--- src/rtl/ultrasonic_scheduler_if.sv ---
// ultrasonic_scheduler_if
//   Sensor-side and readback signal bundle for ultrasonic_scheduler.
//   master modport: system side. It drives enable, echo, threshold and dist_sel,
//                   and it observes the results.
//   slave  modport: the scheduler itself.
//   Signals:
//     enable      run sequencing
//     echo        raw echo pins (asynchronous)
//     threshold   stop threshold in clk cycles
//     dist_sel    readback sensor index
//     trigger     trigger pins, one-hot or zero
//     dist_out    stored distance of sensor dist_sel
//     dist_valid  per-sensor "has a completed sample"
//     timeout     per-sensor "last sample timed out"
//     active_idx  sensor currently sequenced
//     sample_done one-cycle pulse per distance write
//     stop        registered near-obstacle flag
interface ultrasonic_scheduler_if #(
  parameter int NUM_SENSORS = 3,
  parameter int CNT_W       = 25
);
  localparam int IDX_W = (NUM_SENSORS > 1) ? $clog2(NUM_SENSORS) : 1;

  logic                   enable;
  logic [NUM_SENSORS-1:0] echo;
  logic [CNT_W-1:0]       threshold;
  logic [IDX_W-1:0]       dist_sel;
  logic [NUM_SENSORS-1:0] trigger;
  logic [CNT_W-1:0]       dist_out;
  logic [NUM_SENSORS-1:0] dist_valid;
  logic [NUM_SENSORS-1:0] timeout;
  logic [IDX_W-1:0]       active_idx;
  logic                   sample_done;
  logic                   stop;

  modport master (
    output enable, echo, threshold, dist_sel,
    input  trigger, dist_out, dist_valid, timeout, active_idx, sample_done, stop
  );

  modport slave (
    input  enable, echo, threshold, dist_sel,
    output trigger, dist_out, dist_valid, timeout, active_idx, sample_done, stop
  );
endinterface

--- src/rtl/ultrasonic_scheduler.sv ---
// ultrasonic_scheduler
//   Round-robin sequencer for NUM_SENSORS ultrasonic rangefinders sharing one
//   acoustic slot. For each sensor in turn, the block performs these steps:
//     1. pulse its trigger pin;
//     2. time the synchronised echo width in clk cycles;
//     3. store the per-sensor distance;
//     4. wait a guard time before moving to the next sensor.
//   stop is raised, one cycle after the write, whenever any valid,
//   non-timed-out distance is below threshold.
//   Ports:
//     clk  system clock
//     rst  synchronous reset, active-high
//     bus  ultrasonic_scheduler_if.slave (enable, echo, threshold, dist_sel in;
//          trigger, dist_out, dist_valid, timeout, active_idx, sample_done,
//          stop out)
//   Build option:
//     ULTRASONIC_AVG_EN  when defined, a successful sample following a valid,
//                        non-timed-out one stores (old+new)>>1 instead of the
//                        raw width.
module ultrasonic_scheduler #(
  parameter int NUM_SENSORS  = 3,
  parameter int CNT_W        = 25,
  parameter int TRIG_CYCLES  = 1000,
  parameter int ECHO_TIMEOUT = 3750000,
  parameter int GUARD_CYCLES = 1000000
) (
  input logic                   clk,
  input logic                   rst,
  ultrasonic_scheduler_if.slave bus
);

  localparam int IDX_W = (NUM_SENSORS > 1) ? $clog2(NUM_SENSORS) : 1;

  localparam logic [CNT_W-1:0] TRIG_LAST  = CNT_W'(TRIG_CYCLES - 1);
  localparam logic [CNT_W-1:0] WAIT_LAST  = CNT_W'(ECHO_TIMEOUT - 1);
  localparam logic [CNT_W-1:0] WIDTH_MAX  = CNT_W'(ECHO_TIMEOUT);
  localparam logic [CNT_W-1:0] GUARD_LAST = CNT_W'(GUARD_CYCLES - 1);
  localparam logic [IDX_W-1:0] IDX_LAST   = IDX_W'(NUM_SENSORS - 1);

  typedef enum logic [2:0] {
    IDLE,
    TRIG,
    WAIT_RISE,
    MEASURE,
    GUARD
  } state_t;

  state_t                 state_q, state_d;
  logic [CNT_W-1:0]       cnt_q, cnt_d;
  logic [IDX_W-1:0]       idx_q, idx_d;

  logic [NUM_SENSORS-1:0] echo_meta, echo_sync, echo_prev;
  logic                   echo_cur, echo_last;

  logic [CNT_W-1:0]       dist_q [NUM_SENSORS];
  logic [NUM_SENSORS-1:0] valid_q, timeout_q;
  logic                   sample_done_q, stop_q, stop_d;

  logic                   wr_en, wr_to;
  logic [CNT_W-1:0]       wr_val;

  logic [NUM_SENSORS-1:0] trig;
  logic [CNT_W-1:0]       dist_mux;

  // Two-flop synchroniser plus one history flop for edge detection.
  always_ff @(posedge clk) begin
    if (rst) begin
      echo_meta <= '0;
      echo_sync <= '0;
      echo_prev <= '0;
    end else begin
      echo_meta <= bus.echo;
      echo_sync <= echo_meta;
      echo_prev <= echo_sync;
    end
  end

  always_comb begin
    echo_cur  = 1'b0;
    echo_last = 1'b0;
    for (int unsigned i = 0; i < NUM_SENSORS; i++) begin
      if (idx_q == IDX_W'(i)) begin
        echo_cur  = echo_sync[i];
        echo_last = echo_prev[i];
      end
    end
  end

  always_ff @(posedge clk) begin
    if (rst) begin
      state_q <= IDLE;
      cnt_q   <= '0;
      idx_q   <= '0;
    end else begin
      state_q <= state_d;
      cnt_q   <= cnt_d;
      idx_q   <= idx_d;
    end
  end

  always_comb begin
    state_d = state_q;
    cnt_d   = cnt_q;
    idx_d   = idx_q;
    wr_en   = 1'b0;
    wr_to   = 1'b0;
    unique case (state_q)
      IDLE: begin
        if (bus.enable) begin
          state_d = TRIG;
          cnt_d   = '0;
        end
      end
      TRIG: begin
        if (cnt_q == TRIG_LAST) begin
          state_d = WAIT_RISE;
          cnt_d   = '0;
        end else begin
          cnt_d = cnt_q + 1'b1;
        end
      end
      WAIT_RISE: begin
        // The rising-edge cycle is already one high cycle, so MEASURE starts at 1.
        if (echo_cur && !echo_last) begin
          state_d = MEASURE;
          cnt_d   = CNT_W'(1);
        end else if (cnt_q == WAIT_LAST) begin
          wr_en   = 1'b1;
          wr_to   = 1'b1;
          state_d = GUARD;
          cnt_d   = '0;
        end else begin
          cnt_d = cnt_q + 1'b1;
        end
      end
      MEASURE: begin
        // The echo is still high with the counter already at the maximum
        // width. The pulse is longer than the maximum, so it is a timeout.
        if (!echo_cur && echo_last) begin
          wr_en   = 1'b1;
          state_d = GUARD;
          cnt_d   = '0;
        end else if (cnt_q == WIDTH_MAX) begin
          wr_en   = 1'b1;
          wr_to   = 1'b1;
          state_d = GUARD;
          cnt_d   = '0;
        end else begin
          cnt_d = cnt_q + 1'b1;
        end
      end
      GUARD: begin
        if (cnt_q == GUARD_LAST) begin
          idx_d   = (idx_q == IDX_LAST) ? '0 : idx_q + 1'b1;
          state_d = bus.enable ? TRIG : IDLE;
          cnt_d   = '0;
        end else begin
          cnt_d = cnt_q + 1'b1;
        end
      end
      default: begin
        state_d = IDLE;
        cnt_d   = '0;
      end
    endcase
  end

`ifdef ULTRASONIC_AVG_EN
  logic [CNT_W-1:0] cur_dist;
  logic             cur_keep;
  logic [CNT_W:0]   avg_sum;

  always_comb begin
    cur_dist = '0;
    cur_keep = 1'b0;
    for (int unsigned i = 0; i < NUM_SENSORS; i++) begin
      if (idx_q == IDX_W'(i)) begin
        cur_dist = dist_q[i];
        cur_keep = valid_q[i] & ~timeout_q[i];
      end
    end
  end

  assign avg_sum = {1'b0, cur_dist} + {1'b0, cnt_q};
  assign wr_val  = cur_keep ? avg_sum[CNT_W:1] : cnt_q;
`else
  assign wr_val = cnt_q;
`endif

  always_ff @(posedge clk) begin
    if (rst) begin
      for (int unsigned i = 0; i < NUM_SENSORS; i++) begin
        dist_q[i] <= '1;
      end
      valid_q       <= '0;
      timeout_q     <= '0;
      sample_done_q <= 1'b0;
      stop_q        <= 1'b0;
    end else begin
      sample_done_q <= wr_en;
      stop_q        <= stop_d;
      for (int unsigned i = 0; i < NUM_SENSORS; i++) begin
        if (wr_en && idx_q == IDX_W'(i)) begin
          dist_q[i]    <= wr_to ? '1 : wr_val;
          timeout_q[i] <= wr_to;
          valid_q[i]   <= 1'b1;
        end
      end
    end
  end

  // Evaluated from stored values, so stop lags each write by one cycle.
  always_comb begin
    stop_d = 1'b0;
    for (int unsigned i = 0; i < NUM_SENSORS; i++) begin
      if (valid_q[i] && !timeout_q[i] && (dist_q[i] < bus.threshold)) begin
        stop_d = 1'b1;
      end
    end
  end

  always_comb begin
    trig = '0;
    if (state_q == TRIG) begin
      for (int unsigned i = 0; i < NUM_SENSORS; i++) begin
        if (idx_q == IDX_W'(i)) begin
          trig[i] = 1'b1;
        end
      end
    end
  end

  always_comb begin
    dist_mux = '1;
    for (int unsigned i = 0; i < NUM_SENSORS; i++) begin
      if (bus.dist_sel == IDX_W'(i)) begin
        dist_mux = dist_q[i];
      end
    end
  end

  assign bus.trigger     = trig;
  assign bus.dist_out    = dist_mux;
  assign bus.dist_valid  = valid_q;
  assign bus.timeout     = timeout_q;
  assign bus.active_idx  = idx_q;
  assign bus.sample_done = sample_done_q;
  assign bus.stop        = stop_q;

endmodule

--- src/flat_wrapper.sv ---
// flat-port wrapper written by rule: the top's interface ports become plain ports
module ultrasonic_scheduler_flat 
#(
  parameter int NUM_SENSORS  = 3,
  parameter int CNT_W        = 25,
  parameter int TRIG_CYCLES  = 1000,
  parameter int ECHO_TIMEOUT = 3750000,
  parameter int GUARD_CYCLES = 1000000
)
  (clk, rst, bus_enable, bus_echo, bus_threshold, bus_dist_sel, bus_trigger, bus_dist_out, bus_dist_valid, bus_timeout, bus_active_idx, bus_sample_done, bus_stop);
  ultrasonic_scheduler_if #(.NUM_SENSORS(NUM_SENSORS), .CNT_W(CNT_W)) bus_i ();
  input logic clk;
  input logic rst;
  input wire logic [$bits(bus_i.enable)-1:0] bus_enable;
  input wire logic [$bits(bus_i.echo)-1:0] bus_echo;
  input wire logic [$bits(bus_i.threshold)-1:0] bus_threshold;
  input wire logic [$bits(bus_i.dist_sel)-1:0] bus_dist_sel;
  output wire logic [$bits(bus_i.trigger)-1:0] bus_trigger;
  output wire logic [$bits(bus_i.dist_out)-1:0] bus_dist_out;
  output wire logic [$bits(bus_i.dist_valid)-1:0] bus_dist_valid;
  output wire logic [$bits(bus_i.timeout)-1:0] bus_timeout;
  output wire logic [$bits(bus_i.active_idx)-1:0] bus_active_idx;
  output wire logic [$bits(bus_i.sample_done)-1:0] bus_sample_done;
  output wire logic [$bits(bus_i.stop)-1:0] bus_stop;
  assign bus_i.enable = bus_enable;
  assign bus_i.echo = bus_echo;
  assign bus_i.threshold = bus_threshold;
  assign bus_i.dist_sel = bus_dist_sel;
  assign bus_trigger = bus_i.trigger;
  assign bus_dist_out = bus_i.dist_out;
  assign bus_dist_valid = bus_i.dist_valid;
  assign bus_timeout = bus_i.timeout;
  assign bus_active_idx = bus_i.active_idx;
  assign bus_sample_done = bus_i.sample_done;
  assign bus_stop = bus_i.stop;
  ultrasonic_scheduler #(.NUM_SENSORS(NUM_SENSORS), .CNT_W(CNT_W), .TRIG_CYCLES(TRIG_CYCLES), .ECHO_TIMEOUT(ECHO_TIMEOUT), .GUARD_CYCLES(GUARD_CYCLES)) u_core (.clk(clk), .rst(rst), .bus(bus_i));
endmodule
--- config.mk ---
export PLATFORM = sky130hd
export DESIGN_NAME = ultrasonic_scheduler_flat
export DESIGN_NICKNAME = d
export VERILOG_FILES = /design/src/rtl/ultrasonic_scheduler_if.sv /design/src/rtl/ultrasonic_scheduler.sv /design/src/flat_wrapper.sv
export SDC_FILE = /design/constraint.sdc
export NUM_CORES = 1
export LEC_CHECK = 0
export BUFFER_PORTS_ARGS = -buffer_cell sky130_fd_sc_hd__buf_4
export CAP_MARGIN = 40
export CORE_UTILIZATION = 65
export CTS_BUF_LIST = sky130_fd_sc_hd__clkbuf_4
export DETAILED_ROUTE_END_ITERATION = 10
export GPL_TIMING_DRIVEN = 1
export PLACE_DENSITY_LB_ADDON = 0.05
export SETUP_SLACK_MARGIN = 0.02
export SLEW_MARGIN = 20
export SYNTH_ARGS = -nofsm -noshare
export SYNTH_HDL_FRONTEND = slang
export SYNTH_SLANG_ARGS = --single-unit
--- constraint.sdc ---
create_clock -name clk -period 6.25 [get_ports clk]
set_input_delay 1.875 -clock clk [delete_from_list [all_inputs] [get_ports clk]]
set_output_delay 1.875 -clock clk [all_outputs]
set_load 0.02 [all_outputs]
[Word level (Yosys, flattened, before mapping)]
Memory sizes are Yosys's and may differ from the RTL's.
Index checks and enable logic that the tools add are counted.
Storage, ports and cells
  memory bits (writable): 75
  memories: 1
  bits in latches: 0
  output and inout port bits: 38
  memory bits (read-only): 0
  input bits: 33
  logic and storage cells: 117
  bits in registers: 47
Memories
  u_core.dist_q: depth 3, bits a word 25, rd ports 3, clocked after memory_dff 0, write ports 3, RTL line ultrasonic_scheduler.sv:55  | logic [CNT_W-1:0] dist_q [NUM_SENSORS];
Cells by class
  multiply operators: 0
  multiplexer cells: 56
  $add $sub $neg: 2
  reductions and logical operators: 21
  shift operators: 0
  eq/ne operators: 17
  bitwise gates (word level): 3
  divide/modulo/power cells: 0
  magnitude comparators: 3
Operators by type and width (count)
  $mux W25: 14
  $pmux W25 S5: 1
  $lt A25 B25 Y1: 3
  $eq A25 B22 Y1 const B: 2
  $mux W1: 29
  $add A25 B1 Y25 const B: 1
  $eq A25 B10 Y1 const B: 1
  $eq A25 B20 Y1 const B: 1
  $mux W3: 8
  $pmux W3 S5: 1
  $logic_and A1 B1 Y1: 11
  $eq A3 B2 Y1 const B: 2
  $ne A3 B1 Y1 const B: 2
  $logic_not A1 Y1: 5
  $reduce_and A5 Y1: 1
  $eq A2 B1 Y1 const B: 2
  $eq A2 B2 Y1 const B: 2
  $logic_not A2 Y1: 2
  $ne A2 B1 Y1 const B: 2
  $pmux W1 S2: 2
  $eq A3 B1 Y1 const B: 1
  $eq A3 B3 Y1 const B: 1
  $logic_not A3 Y1: 1
  $or A1 B1 Y1: 3
  4 further kinds: 4

[Depth between registers and ports, before layout]
Gate-level depths: netlist of run 1.
  depth in word-level cells: 13
  gate-level depth with buffers: 10
  gate-level depth less buffers: 8

[Worst setup path after synthesis of run 1]
No wires, ideal clock.
  kind: input to output
  from: input bus_dist_sel[0]
  to: output bus_dist_out[10]
  slack: 1.275 ns
  stages: 4
  buffers on the path: 2
  arrival time: 3.100 ns
  data required time: 4.375 ns
  path through: clkbuf_1 clkbuf_1 mux2_2 o22a_1
On the way
  cells in the longest elaborated chain, start to end: 4
  elaborated cells between the ends (all ways): 6
  those cells by class: 2 x eq/ne; 3 x mux; 1 x reduce/logical
RTL lines
  start: declaration: RTL line flat_wrapper.sv:17  | input wire logic [$bits(bus_i.dist_sel)-1:0] bus_dist_sel;
  $logic_not A2 Y1: RTL line ultrasonic_scheduler.sv:236  | if (bus.dist_sel == IDX_W'(i)) begin
  $mux W25 (2 in series): RTL line ultrasonic_scheduler.sv:236
  $mux W25 (*): RTL line ultrasonic_scheduler.sv:236
  end: declaration: RTL line flat_wrapper.sv:19  | output wire logic [$bits(bus_i.dist_out)-1:0] bus_dist_out;
Mark *: on every way between the ends. The rest lies on a longest branch, timed or not.

[Final worst setup path of run 1]
Same ends and word-level chain as after synthesis.

==> metrics.csv, run 1 <==
metric,value,unit
status,completed,
crit_type,primary input to output pin,
slowest_stage,nand2b_1,
tightestPinTransition,908.5,ps
r2r_cells,7,
cts_hold_buf,0,
multi_input_area,3760,µm²
maxSlewHeadroom,38.97,%
ant_nets,0,
powerDensity,213.3,nW/µm²
r2r_start,u_core.bus.active_idx[0],
final_common_cell,buf_4,
core-area,10840,µm²
ys_ff_latch,122,
endpoint_kind,output pin,
grt_antenna_before_repair,0,
critPathLaunch,bus_dist_sel[0],
finalCritPeriodShare,82.27,%
grt_pass1_wl,28810,µm
path_clk_slew,110,ps
via_per_inst,6.372,
whs_path_depth,1,
min_path_type,register to register,
ys.flop_type,edfxtp_1,
htreeDepth,4,
grt_busiest_layer,met2,
finalWorstSetupSlack,1108,ps
finalSetupViolations,0,
num_antenna_cells,0,
cts_setup_buffers,0,
start_util,66.98,%
drtPass1Iterations,6,
synth_cell_types,68,
avgSynthCellArea,10.14,µm²
cp.required,4380,ps
final-seq-area,3193,µm²
wire_per_inst,19.10,µm
crit_fanout,26,
io_pins,71,
ys_async_sr_fraction,0,%
fin_skew,15.97,ps
drt_iter0_drc,483,
syn_inst,716,
ir_drop,0.0001750,V
met1_usage,42.53,%
drc,0,
met2_usage,52.52,%
clock_latency,500,ps
wl,17780,µm
synth_seq_area_share,43.98,%
final_cell_mix,"buf_4 (79), edfxtp_1 (75), ha_1 (74), nand2_1 (69), dfxtp_1 (47)",
grt_pass1_vias,5886,
path_delay_family,buffers and inverters,
grt_setup_unrepaired,false,
max_stage_delay,360,ps
path_common_cell,buf_4,
cts_root_buf,clkbuf_4,
fin_tns_setup,0,ps
grt_usage,32.28,%
timing.fmax,0.1945,GHz
cts_sinks,122,
gp_congestion,0.9140,
layout.nets,885,
rows,38,
fill_cells,785,
cap_viol_max_count,0,
startpoint_type,primary input,
final_util,76.02,%
crit_arrival,3270,ps
place_ws,1180,ps
syn_nets,823,
ctsResizeCount,0,
yosysWarningCount,0,
synth-edff-count,75,
hold_viol,0,
cp.depth,5,
grt_max_degree,45,
clockBufferDepth,2,
synth_area,7261,µm²
tritoncts,done,
drv_slew,0,
drive_gt1_share,18.84,%
use_met3,5.993,%
die_w,107.7,µm
worstHoldStart,u_core.echo_meta[0],
fp.dieArea,11600,µm²
gr-total-overflow,0,
vias,5932,
cp_num_buf_inv,3,
area_growth,13.49,%
p_leak,0.002782,µW
die_h,107.7,µm
cts_made_buffers,17,
period_minus_slack,5142,ps
portBuffers,70,
post-dp-hpwl,12960,µm
crit_chain,buf_4 -> nand2b_1 -> buf_4 -> o22a_1 -> buf_4,
## flip-flops by register name, indices dropped and copies added (netlist names)
name                    count
u_core.bus.active_idx       2
u_core.bus.dist_valid       3
u_core.bus.sample_done      1
u_core.bus.stop             1
u_core.bus.timeout          3
u_core.cnt_q               25
u_core.dist_q              75
u_core.echo_meta            3
u_core.echo_prev            3
u_core.echo_sync            3
u_core.state_q              3
## worst register-to-register path, stage by stage (launching register included)
cell and delay [ps]:
dfxtp_1 670, mux2i_1 290, nor3_1 80, nor4b_1 560
and2_4 470, o21ai_1 300, buf_4 270, o311ai_0 350
## layer usage
layer,up-vias,wire (µm)
met4,0,486
met1,2809,7758
met2,246,8460
met5,-,0
met3,43,1077
li1,2834,-
## power by group
group          internal, µW  switching, µW
registers               858           11.3
clock network           398            288
logic                  73.5            128
total                  1330            427
## cells by family (layout without fill, tap and decap cells)
family / after synthesis / in the layout / share of synthesized area, %
and+or+nand+nor: 246 / 246 / 18.01
muxes: 32 / 32 / 4.860
adders and majority gates: 74 / 74 / 12.75
buffers and inverters: 78 / 153 / 4.239
DFF: 122 / 122 / 43.98
xor gates and xnor gates: 1 / 1 / 0.1206
AOI/OAI and AO/OA: 163 / 163 / 16.04
## area by class of cell
class                      instances  area share (%)
timing repair buffer              79           7.197
tap                              140           2.126
clock buffer                      18           1.640
multi-input combinational        516           45.63
clock inverter                    14           2.748
sequential                       122           38.75
inverter                          42           1.913
## per-stage QoR
stage	cell area [µm²]	cells	total power (µW)	hold slack, ps
finish	8240	931	1758	456.4
global route	8240	931	1820	463.5
CTS	8240	931	1763	460.1
detailed placement	7879	899	1084	435.7
global placement	7871	898	1075	417.4
floorplan	7261	716	1018	413.8
## Yosys cell counts, types with 7 or more instances
cell / number / area share (%)
edfxtp_1: 75 / 31
ha_1: 74 / 13
nand2_1: 69 / 3.6
dfxtp_1: 47 / 13
inv_1: 41 / 2.1
a21oi_1: 35 / 2.4
nor2_1: 31 / 1.6
mux2_2: 26 / 4.0
nand2b_1: 26 / 2.2
clkbuf_1: 25 / 1.3
o22a_1: 25 / 3.0
o21ai_0: 23 / 1.6
nand4_1: 21 / 1.8
nand3_1: 16 / 1.1
nor2b_1: 16 / 1.4
o211ai_1: 15 / 1.6
nor3_1: 14 / 0.97
nor4_1: 11 / 0.95
a21o_1: 7 / 0.72
a311oi_1: 7 / 0.84
## final timing paths
kind | endpoint | slack (ps)
min reg2reg | u_core.echo_sync[0] | 460
max reg2reg | u_core.cnt_q[9] | 3170
max | bus_dist_out[10] | 1110
min | u_core.echo_sync[0] | 460
No activity file was read; power rests on OpenSTA's default activity.
==> inputs of run 2 (changes only) <==
--- a/config.mk
+++ b/config.mk
@@ -7,7 +7,7 @@
 export LEC_CHECK = 0
 export BUFFER_PORTS_ARGS = -buffer_cell sky130_fd_sc_hd__buf_4
 export CAP_MARGIN = 40
-export CORE_UTILIZATION = 65
+export CORE_UTILIZATION = 62
 export CTS_BUF_LIST = sky130_fd_sc_hd__clkbuf_4
 export DETAILED_ROUTE_END_ITERATION = 10
 export GPL_TIMING_DRIVEN = 1
==> constraint.sdc (replaced) <==
create_clock -name clk -period 5 [get_ports clk]
set_input_delay 1.5 -clock clk [delete_from_list [all_inputs] [get_ports clk]]
set_output_delay 1.5 -clock clk [all_outputs]
set_load 0.02 [all_outputs]
==> run 2 against run 1 <==
The run now ends with DRC left. Register-to-register slack worse by 1300 ps. Global-route usage decreased by 2.1 points. Sequential share of layout area down 0.11 points. Critical path depth stayed put.
==> metrics.csv, run 2 (same netlist as run 1, synthesis figures left out) <==
metric,value,unit
status,"complete, but fails checks",
violations,DRC,
finalWorstSetupSlack,844.8,ps
area_growth,13.82,%
htreeDepth,4,
ctsResizeCount,0,
fin_skew,22.43,ps
fin_tns_setup,0,ps
ant_nets,0,
hold_viol,0,
portBuffers,70,
largest_reg_flops,75,
post-dp-hpwl,13190,µm
period_minus_slack,4155,ps
cts_hold_buf,0,
gp_congestion,0.9341,
path_clk_slew,110,ps
wl,17840,µm
cts_root_buf,clkbuf_4,
start_util,63.59,%
io_pins,71,
finalSetupViolations,0,
vias,5955,
cts_sinks,122,
p_leak,0.002801,µW
drtPass1Iterations,8,
reg_top3,"u_core.dist_q: 75 flops, u_core.cnt_q: 25 flops",
grt_pass1_wl,27730,µm
fill_cells,873,
fp.dieArea,12150,µm²
grt_usage,30.21,%
gr-total-overflow,0,
clockBufferDepth,2,
startpoint_type,primary input,
cts_made_buffers,17,
rows,39,
largest-register,u_core.dist_q,
wire_per_inst,19.04,µm
min_path_type,register to register,
core-area,11420,µm²
final_cell_mix,"buf_4 (81), edfxtp_1 (75), ha_1 (74), nand2_1 (69), dfxtp_1 (47)",
place_ws,839.3,ps
via_per_inst,6.355,
tightestPinTransition,880.3,ps
finalCritPeriodShare,83.10,%
crit_type,primary input to output pin,
grt_antenna_before_repair,0,
cts_setup_buffers,0,
ir_drop,0.0001894,V
drc,4,
powerDensity,267.3,nW/µm²
drive_gt1_share,19.04,%
final_common_cell,buf_4,
tritoncts,done,
grt_pass1_vias,5619,
crit_arrival,2660,ps
maxSlewHeadroom,40.86,%
timing.fmax,0.2407,GHz
cap_viol_max_count,0,
die_w,110.2,µm
clock_latency,500,ps
cp.required,3500,ps
drv_slew,0,
crit_fanout,26,
r2r_setup_slack,1900,ps
grt_max_degree,45,
layout.nets,887,
drt_iter0_drc,401,
die_h,110.2,µm
endpoint_kind,output pin,
grt_setup_unrepaired,false,
## run 2: cell types whose count changed in the layout (fill, tap and decap cells not counted), sizes merged
cell	previous run	this run
clkbuf	18	19
inv	41	43
buf	79	81
clkinv	7	6
diode	0	1
clkinvlp	2	0
## run 2: worst paths after layout
| path | from | end | cells past startpoint |
|---|---|---|---|
| max | bus_dist_sel[0] | bus_dist_out[22] | 5 |
| min | u_core.echo_meta[2] | u_core.echo_sync[2] | 1 |
| max reg2reg | u_core.bus.active_idx[0] | u_core.cnt_q[9] | 7 |
| min reg2reg | u_core.echo_meta[2] | u_core.echo_sync[2] | 1 |
## run 2: critical path, cell delays in order
cell and delay (ps):
buf_4 330, nand2b_1 170, buf_4 310, o22a_1 200, buf_4 150
## run 2: layer usage
metal  part of all wire [%]  up-vias  track usage, %
met2                     48      240           50.04
met3                    6.6       29           5.996
met4                    1.7        0           12.12
met1                     44     2847           38.86
met5                      0        -               0
li1                       -     2839               -
## run 2: power breakdown
group	internal [µW]	total, µW	switching, µW
Combinational	92.3	252	160
Sequential	1070	1090	14.0
Clock	507	870	363
## run 2: final cells by class
type | count | area [µm²] | share of cell area (%)
Multi-Input combinational cell | 516 | 3760 | 45.50
Sequential cell | 122 | 3193 | 38.64
Timing Repair Buffer | 81 | 608.1 | 7.358
Clock inverter | 13 | 221.5 | 2.680
Tap cell | 143 | 178.9 | 2.165
Inverter | 42 | 157.7 | 1.908
Clock buffer | 19 | 142.6 | 1.726
Antenna cell | 1 | 2.502 | 0.03028
## run 2: stage by stage
stage	area (µm²)	cells	hold WS (ps)	total power, µW	utilization, %
after floorplan	7261	716	413.8	1272	-
after global placement	7890	903	421.8	1346	69.10
after detailed placement	7898	904	430.2	1358	69.16
after CTS	8262	936	461.4	2216	72.35
after global routing	8262	936	489.9	2288	72.35
final	8264	937	463.8	2209	72.38
==> inputs of run 3 (changes only) <==
--- a/config.mk
+++ b/config.mk
@@ -7,7 +7,7 @@
 export LEC_CHECK = 0
 export BUFFER_PORTS_ARGS = -buffer_cell sky130_fd_sc_hd__buf_4
 export CAP_MARGIN = 40
-export CORE_UTILIZATION = 62
+export CORE_UTILIZATION = 56
 export CTS_BUF_LIST = sky130_fd_sc_hd__clkbuf_4
 export DETAILED_ROUTE_END_ITERATION = 10
 export GPL_TIMING_DRIVEN = 1
==> constraint.sdc (replaced) <==
create_clock -name clk -period 3.4 [get_ports clk]
set_input_delay 1.02 -clock clk [delete_from_list [all_inputs] [get_ports clk]]
set_output_delay 1.02 -clock clk [all_outputs]
set_load 0.02 [all_outputs]
==> run 3 against run 2 <==
The run now ends clean. Global-route usage shrank 0.95 points. Non-clock buffer count grew 6. Worst setup slack lost 560 ps. Combinational power grew 53%. Sequential power grew 47%. Core utilization shrank 6.4 points. Clock skew shrank 6.5 ps. Clock-buffer cell count is the same. Hold slack lost 4.0 ps. Final area grew 0.82%. Critical path depth shrank 1. First-iteration DRC count grew 23%. Largest cell class unchanged. Highest routed layer unchanged.
==> metrics.csv, run 3 (same netlist as run 1, synthesis figures left out) <==
metric,value,unit
status,completed,
finalCritPeriodShare,91.65,%
reg_top3,"u_core.dist_q: 75 flops, u_core.cnt_q: 25 flops",
comb_power_share,12.4,%
cts_root_buf,clkbuf_4,
finalSetupViolations,0,
clockPowerShare,36.4,%
fin_tns_setup,0,ps
crit_type,primary input to output pin,
power_switching,806.1,µW
die_w,115.9,µm
cts_sinks,122,
cts_hold_buf,0,
io_pins,71,
htreeDepth,4,
final_cell_mix,"buf_4 (83), edfxtp_1 (75), ha_1 (74), nand2_1 (69), dfxtp_1 (47)",
gr-total-overflow,0,
grt_usage,29.27,%
crit_arrival,2100,ps
fp.dieArea,13420,µm²
hold_viol,0,
p_sw_share,25.83,%
grt_antenna_before_repair,0,
post-dp-hpwl,13630,µm
drt_iter0_drc,494,
final-seq-area,3193,µm²
grt_setup_unrepaired,false,
cts_setup_buffers,0,
fin_cells,971,
gp_congestion,0.8993,
seqPwrFrac,51.3,%
drive_gt1_share,19.52,%
largest-register,u_core.dist_q,
cts_made_buffers,17,
maxSlewHeadroom,47.23,%
p_leak,0.002816,µW
die_h,115.9,µm
grt_pass1_wl,29550,µm
num_antenna_cells,0,
rows,41,
drv_slew,0,
fill_cells,1065,
crit_fanout,26,
path_clk_slew,110,ps
portBuffers,70,
min_path_type,register to register,
ctsResizeCount,0,
via_per_inst,6.091,
dp_cells,938,
layout.nets,893,
cp.required,2380,ps
endpoint_kind,output pin,
final_common_cell,buf_4,
grt_max_degree,31,
period_minus_slack,3116,ps
powerDensity,374.6,nW/µm²
ant_nets,0,
intPower,2315,µW
area_growth,14.75,%
cap_viol_max_count,0,
tritoncts,done,
clockBufferDepth,2,
vias,5914,
multi_input_area,3760,µm²
drtPass1Iterations,5,
startpoint_type,primary input,
largest_reg_flops,75,
timing.fmax,0.3209,GHz
clock_latency,530,ps
ir_drop,0.0002555,V
core-area,12620,µm²
wire_per_inst,19.15,µm
fin_skew,15.94,ps
grt_pass1_vias,5769,
start_util,57.54,%
drc,0,
tightestPinTransition,785.5,ps
wl,18600,µm
[run 3: final timing paths]
| kind | cells after the start | slack, ps | end | start |
|---|---|---|---|---|
| worst max-delay path | 4 | 280 | bus_dist_out[5] | bus_dist_sel[0] |
| worst max register to register | 7 | 670 | u_core.dist_q[0][28] | u_core.bus.active_idx[0] |
| worst min register to register | 1 | 460 | u_core.echo_sync[1] | u_core.echo_meta[1] |
| worst min-delay path | 1 | 460 | u_core.echo_sync[1] | u_core.echo_meta[1] |
[run 3: layout make-up]
class                           count  share of cell area, %
Clock inverter                     13                  2.102
Tap cell                          172                  2.583
Timing Repair Buffer               87                  8.259
Multi-Input combinational cell    516                  45.13
Sequential cell                   122                  38.32
Inverter                           42                  1.892
Clock buffer                       19                  1.712
[run 3: critical path, stage by stage]
cell,delay [ps]
buf_4,330
mux2_2,390
o22a_1,180
buf_4,160
[run 3: power groups by stage]
stage	Clock, µW	Sequential, µW	Combinational, µW
final	1140	1600	386
after global routing	1220	1600	426
after CTS	1160	1600	381
after detailed placement	0	1630	379
after global placement	0	1630	367
after floorplan	0	1620	247
[run 3: per-layer routing]
metal  part of all wire, %  vias to the layer above  GRT usage [%]
li1                      -                     2851              -
met1                    46                     2839          39.22
met2                    47                      196          47.34
met3                   5.5                       28          5.335
met4                   2.2                        0          10.85
met5                     0                        -              0
[run 3: metrics by stage]
stage,hold slack (ps),cell area [µm²],util [%],setup slack [ps],total power (µW)
after floorplan,413.8,7261,-,134.6,1870
after global placement,416.1,8001,63.40,298.1,1999
after detailed placement,438.6,8009,63.46,285.8,2012
after CTS,461.9,8327,65.98,286.6,3137
after global routing,477.1,8332,66.02,253.2,3251
final,459.8,8332,66.02,283.9,3121
